**config.mk**
```make
export PLATFORM = sky130hd
export DESIGN_NAME = puzzle_move_unit
export DESIGN_NICKNAME = d
export VERILOG_FILES = /design/src/rtl/puzzle_move_unit.sv
export SDC_FILE = /design/constraint.sdc
export NUM_CORES = 1
export LEC_CHECK = 0
export CORE_MARGIN = 4
export CORE_UTILIZATION = 55
export CTS_CLUSTER_SIZE = 8
export DETAILED_ROUTE_END_ITERATION = 12
export HOLD_SLACK_MARGIN = 0.03
export PLACE_DENSITY = 0.81
export RECOVER_POWER = 100
export SLEW_MARGIN = 40
export SYNTH_ARGS = -nofsm -noshare
export SYNTH_HDL_FRONTEND = slang
export SYNTH_SLANG_ARGS = --single-unit
```
**constraint.sdc**
```tcl
create_clock -name clk -period 8 [get_ports clk]
set_input_delay 1.6 -clock clk [delete_from_list [all_inputs] [get_ports clk]]
set_output_delay 1.6 -clock clk [all_outputs]
set_load 0.02 [all_outputs]
```
**src/rtl/puzzle_move_unit.sv**
```systemverilog
// Move-execution stage for the 8-puzzle: scans the board from the register file,
// validates the blank's move, writes the swapped tiles back and flags a solved board.
module puzzle_move_unit #(
  parameter logic [4:0]  BOARD_BASE = 5'd0,
  parameter logic [35:0] IDEAL      = 36'h1234_5678_0
) (
  input  logic       clk,
  input  logic       rst,
  input  logic       start,
  input  logic [1:0] dir,
  output logic       busy,
  output logic       done,
  output logic       illegal,
  output logic       solved,
  output logic [3:0] blank_pos,
  output logic [7:0] move_count,
  output logic [4:0] rf_src0,
  output logic [4:0] rf_src1,
  input  logic [7:0] rf_data0,
  input  logic [7:0] rf_data1,
  output logic [4:0] rf_dst,
  output logic       rf_we,
  output logic [7:0] rf_wdata
);

  localparam int unsigned NT = 9;
  localparam int unsigned TW = 4;
  localparam int unsigned AW = 5;
  localparam int unsigned BW = NT * TW;

  typedef enum logic [2:0] {IDLE, SCAN, CHECK, WR0, WR1, DONE} state_t;

  state_t        state, state_n;
  logic [2:0]    idx, idx_n;
  logic [1:0]    dir_q;
  logic [TW-1:0] tile [NT];
  logic [TW-1:0] n_q;
  logic          we_q;

  logic [AW-1:0] src0_n, src1_n, dst_n;
  logic [7:0]    wdata_n;
  logic          we_n;

  logic [3:0]    nz_c, b_c, n_c;
  logic [1:0]    col_c;
  logic          malformed_c, legal_c, solved_c;
  logic [TW-1:0] tile_n_c;
  logic [BW-1:0] cur_c, post_c;

  logic unused_hi;
  assign unused_hi = ^{rf_data0[7:4], rf_data1[7:4]};

  // A reset cycle cancels any write in flight, so a reset during WR1 leaves only the WR0 write.
  assign rf_we = we_q & ~rst;

  // Blank search, move legality and goal comparison on the scanned board.
  always_comb begin
    nz_c     = '0;
    b_c      = '0;
    n_c      = '0;
    legal_c  = 1'b0;
    tile_n_c = '0;
    cur_c    = '0;
    post_c   = '0;
    for (int i = 0; i < NT; i++) begin
      if (tile[i] == 4'd0) begin
        nz_c = nz_c + 4'd1;
        b_c  = 4'(i);
      end
    end
    malformed_c = (nz_c != 4'd1);
    col_c = 2'(b_c % 4'd3);
    case (dir_q)
      2'b00: begin legal_c = (b_c >= 4'd3); n_c = b_c - 4'd3; end
      2'b01: begin legal_c = (b_c <= 4'd5); n_c = b_c + 4'd3; end
      2'b10: begin legal_c = (col_c != 2'd0); n_c = b_c - 4'd1; end
      default: begin legal_c = (col_c != 2'd2); n_c = b_c + 4'd1; end
    endcase
    legal_c = legal_c & ~malformed_c;
    for (int i = 0; i < NT; i++) begin
      if (4'(i) == n_c) tile_n_c = tile[i];
    end
    for (int i = 0; i < NT; i++) begin
      cur_c[BW-1-TW*i -: TW] = tile[i];
      if (4'(i) == b_c)      post_c[BW-1-TW*i -: TW] = tile_n_c;
      else if (4'(i) == n_c) post_c[BW-1-TW*i -: TW] = 4'd0;
      else                   post_c[BW-1-TW*i -: TW] = tile[i];
    end
    solved_c = legal_c ? (post_c == IDEAL) : (cur_c == IDEAL);
  end

  // Next state plus the register-file drive for the following cycle.
  always_comb begin
    state_n = state;
    idx_n   = idx;
    src0_n  = BOARD_BASE;
    src1_n  = BOARD_BASE;
    dst_n   = BOARD_BASE;
    wdata_n = '0;
    we_n    = 1'b0;
    case (state)
      IDLE:    if (start) begin state_n = SCAN; idx_n = '0; end
      SCAN:    if (idx == 3'd4) state_n = CHECK; else idx_n = idx + 3'd1;
      CHECK:   state_n = legal_c ? WR0 : DONE;
      WR0:     state_n = WR1;
      WR1:     state_n = DONE;
      DONE:    state_n = IDLE;
      default: state_n = IDLE;
    endcase
    if (state_n == SCAN) begin
      src0_n = BOARD_BASE + AW'({idx_n, 1'b0});
      src1_n = (idx_n == 3'd4) ? src0_n : src0_n + 5'd1;
    end
    if (state_n == WR0) begin
      dst_n   = BOARD_BASE + AW'(b_c);
      wdata_n = 8'(tile_n_c);
      we_n    = 1'b1;
    end
    if (state_n == WR1) begin
      dst_n = BOARD_BASE + AW'(n_q);
      we_n  = 1'b1;
    end
  end

  always_ff @(posedge clk) begin
    if (rst) begin
      state      <= IDLE;
      idx        <= '0;
      dir_q      <= '0;
      n_q        <= '0;
      busy       <= 1'b0;
      done       <= 1'b0;
      illegal    <= 1'b0;
      solved     <= 1'b0;
      blank_pos  <= '0;
      move_count <= '0;
      rf_src0    <= BOARD_BASE;
      rf_src1    <= BOARD_BASE;
      rf_dst     <= BOARD_BASE;
      rf_wdata   <= '0;
      we_q       <= 1'b0;
    end else begin
      state    <= state_n;
      idx      <= idx_n;
      busy     <= (state_n != IDLE);
      done     <= (state_n == DONE);
      rf_src0  <= src0_n;
      rf_src1  <= src1_n;
      rf_dst   <= dst_n;
      rf_wdata <= wdata_n;
      we_q     <= we_n;
      if (state == IDLE && start) dir_q <= dir;
      if (state == CHECK) begin
        illegal   <= ~legal_c;
        solved    <= solved_c;
        blank_pos <= malformed_c ? 4'hF : b_c;
        n_q       <= n_c;
      end
      if (state == WR1 && move_count != 8'hFF) move_count <= move_count + 8'd1;
    end
  end

  // Tile capture: scan step k holds positions 2k and 2k+1 on the two read ports.
  always_ff @(posedge clk) begin
    for (int i = 0; i < NT; i++) begin
      if (state == SCAN && 3'(i / 2) == idx)
        tile[i] <= (i % 2 == 0) ? rf_data0[3:0] : rf_data1[3:0];
    end
  end

endmodule

```
==> flow_summary.json <==
{
  "cts_buffers": 9,
  "nets": 636,
  "avgRoutedWirePerCell_um": 18.6,
  "r2r_slack_ns": 0.71,
  "netlist_instances": 557,
  "synth_edf_count": 36,
  "synth_commonest_cells": "60 x nand2_1, 59 x nor2_1, 41 x dfxtp_1",
  "areaGrowthSynthToFinish_pct": 12.8,
  "insertion_delay_ns": 0.36,
  "ir_drop_uv": 112,
  "cts_root_buf": "clkbuf_8",
  "finalHoldViolCount": 0,
  "die_area_um2": 10700,
  "cts_tree": "built",
  "die_h_um": 103,
  "slew_headroom": -0.0549,
  "synth.avg_cell_area_um2": 8.98,
  "die_x_um": 103,
  "startpoint_type": "register",
  "post-route-drc-count": 0,
  "holdBufCountCts": 0,
  "fmax_ghz": 0.137,
  "min_to": "n_q[0]$_SDFFE_PP0P_",
  "synth_flop_cell": "dfxtp_1",
  "worstSetupStartpoint": "tile[0][4]$_DFFE_PP_",
  "synth_cell_types": 78,
  "r2r_end": "rf_dst[3]$_SDFF_PP0_",
  "tightest_slew_ns": 1.57,
  "hold_depth": 2,
  "routed_wl_um": 13100,
  "crit_fanout": 9,
  "synth-async-reset-ratio": 0,
  "vias": 4400,
  "grt_pass1_wl_um": 21500,
  "postCtsSetupRepairBufs": 0,
  "finalSetupTns_ns": 0,
  "ff2ff_path_depth": 28,
  "io_buffers": 44,
  "r2r-start": "tile[0][4]$_DFFE_PP_",
  "clkTransAtPathRegs_ns": 0.10,
  "cpMostUsedCell": "ha_1",
  "min_from": "n_q[0]$_SDFFE_PP0P_",
  "antenna_cells": 0,
  "fin_worst_skew_ns": 0.0142,
  "leakage_nw": 2.21,
  "critPathArrivalTime_ns": 7.57,
  "num_rows": 34,
  "outcome": "complete, but fails checks",
  "clkSinkCount": 77,
  "violations": "capacitance limit, slew limit",
  "gr-total-overflow": 0,
  "maxCapViolations": 1,
  "grt_use_total": 0.256,
  "end_kind": "register",
  "cts_resized": 0,
  "synth_top_area_cell": "edfxtp_1",
  "synth_area_leaders": "edfxtp_1 22%, dfxtp_1 16%, ha_1 5.8%, nand2_1 4.5%, nor2_1 4.4%",
  "crit_slowest_cell": "or3_1",
  "finalWeightedCongestion": 0.943,
  "clock_path_buffers": 2,
  "ys_seq_area_frac": 0.380,
  "grt_setup_unrepaired": "no",
  "criticalPathCategory": "register to register",
  "core_um2": 8810,
  "n_fill_cell": 773,
  "hold_class": "register to register",
  "io_pins": 61,
  "powerDensity_nw_per_um2": 147,
  "ys_ff_latch": 77,
  "yosysTopAreaCellShare": 0.216,
  "setup_slack_ns": 0.707,
  "htreeDepth": 3,
  "cp_data_required_time_ns": 8.28,
  "grt_max_degree": 33,
  "max_stage_delay_ns": 0.55,
  "drt_pre_antenna_iters": 5,
  "viasPerCell": 6.25,
  "min_period_ns": 7.29,
  "drt-initial-drc-count": 380,
  "synth_most_common_cell": "nand2_1",
  "antenna_found_initial": 0,
  "fin_crit_sh": 0.912,
  "ant_nets": 0,
  "finalSetupViolCount": 0,
  "netlist_area_um2": 5000,
  "ys_warn_count": 0,
  "initial_core_util": 0.568,
  "dp_hpwl_um": 9730,
  "grt_pass1_vias": 4394,
  "finalMaxSlewViolations": 10,
  "dp_slack_ns": 0.819,
  "drive_gt1_frac": 0.0822
}
==> worst max-delay path by stage <==
stage / end / slack [ns] / depth (start not counted)
6_report: rf_dst[3]$_SDFF_PP0_ / 0.71 / 28
5_1_grt: rf_dst[3]$_SDFF_PP0_ / 0.17 / 28
4_1_cts: rf_dst[3]$_SDFF_PP0_ / 0.81 / 28
3_5_place_dp: rf_dst[3]$_SDFF_PP0_ / 0.82 / 28
3_3_place_gp: rf_dst[1]$_SDFF_PP0_ / 1.08 / 28
2_1_floorplan: rf_dst[0]$_SDFF_PP0_ / 1.83 / 29
==> worst max-delay path, delay by kind of cell (launching register included) <==
| family | cells | cell delay, ns |
|---|---|---|
| simple gates | 8 | 1.72 |
| fa+ha+maj | 7 | 2.20 |
| xor+xnor | 1 | 0.33 |
| mux | 2 | 0.37 |
| compound gates | 7 | 1.85 |
| flops | 1 | 0.42 |
| buf+inv | 3 | 0.34 |
==> placed cells by master, fill, tap and decap left out, types with 4 or more instances in the layout <==
master         netlist  routed
nand2_1             60      60
nor2_1              59      58
dfxtp_1             41      41
dlygate4sd3_1        0      41
edfxtp_1            36      36
a21oi_1             29      30
ha_1                23      23
nor3_1              22      22
o21ai_0             17      22
inv_1               20      20
nand3_1             17      17
mux2i_1             15      15
xnor2_1             15      14
a31oi_1             11      11
and3_1              10      10
nand4_1              9       9
clkbuf_8             0       9
o211ai_1             8       8
nor4_1              10       8
xor2_1               7       8
conb_1               1       8
or3_1                6       6
nand2b_1             6       6
a211oi_1             6       6
o31ai_1              6       6
nor4_2               3       5
buf_4               11       5
nor2b_1              4       4
or4_1                4       4
nor3b_1              4       4
a311oi_1             4       4
==> logic make-up after synthesis <==
logic type      count (synthesis)  share of synthesized area
flops                          77                      0.380
buf+inv                        56                     0.0538
simple gates                  234                      0.241
compound gates                122                      0.171
fa+ha+maj                      24                     0.0615
other cells                     1                   0.000750
xor+xnor                       26                     0.0528
mux                            17                     0.0390
==> state kept, by name (all words and copies together), names as in the netlist <==
register	cells
tile	36
rf_dst	4
solved	1
dir_q	2
illegal	1
blank_pos	4
done	1
n_q	4
rf_src0	3
rf_src1	1
idx	3
state	3
we_q	1
rf_wdata	4
move_count	8
busy	1
==> layer usage <==
| metal | track usage | wire, um |
|---|---|---|
| met5 | 0 | 0 |
| met2 | 0.423 | 6300 |
| met4 | 0.0847 | 264 |
| met3 | 0.0396 | 804 |
| met1 | 0.344 | 5720 |
==> power by group <==
part / switching (mW) / total, mW / internal, mW
clock: 0.167 / 0.287 / 0.120
combinational: 0.0724 / 0.113 / 0.0410
sequential: 0.00759 / 0.427 / 0.419
==> per-stage QoR <==
stage / cell area (um2) / util / total power [mW] / hold slack, ns / std cells
floorplan: 5030 / - / 0.517 / 0.429 / 564
global placement: 5470 / 0.621 / 0.545 / 0.444 / 688
detailed placement: 5470 / 0.621 / 0.548 / 0.450 / 688
CTS: 5660 / 0.643 / 0.828 / 0.462 / 704
global route: 5640 / 0.641 / 0.858 / 0.493 / 704
finish: 5640 / 0.641 / 0.827 / 0.465 / 704
==> cell type report <==
type                            count  area [um2]  share of cell area
Clock inverter                      7        62.6              0.0111
Inverter                           22        82.6              0.0146
Timing Repair Buffer               50         482              0.0854
Sequential cell                    77        1900               0.337
Tap cell                          108         135              0.0240
Clock buffer                        9         124              0.0220
Multi-Input combinational cell    431        2850               0.506
No activity file was read; power rests on OpenSTA's default activity.
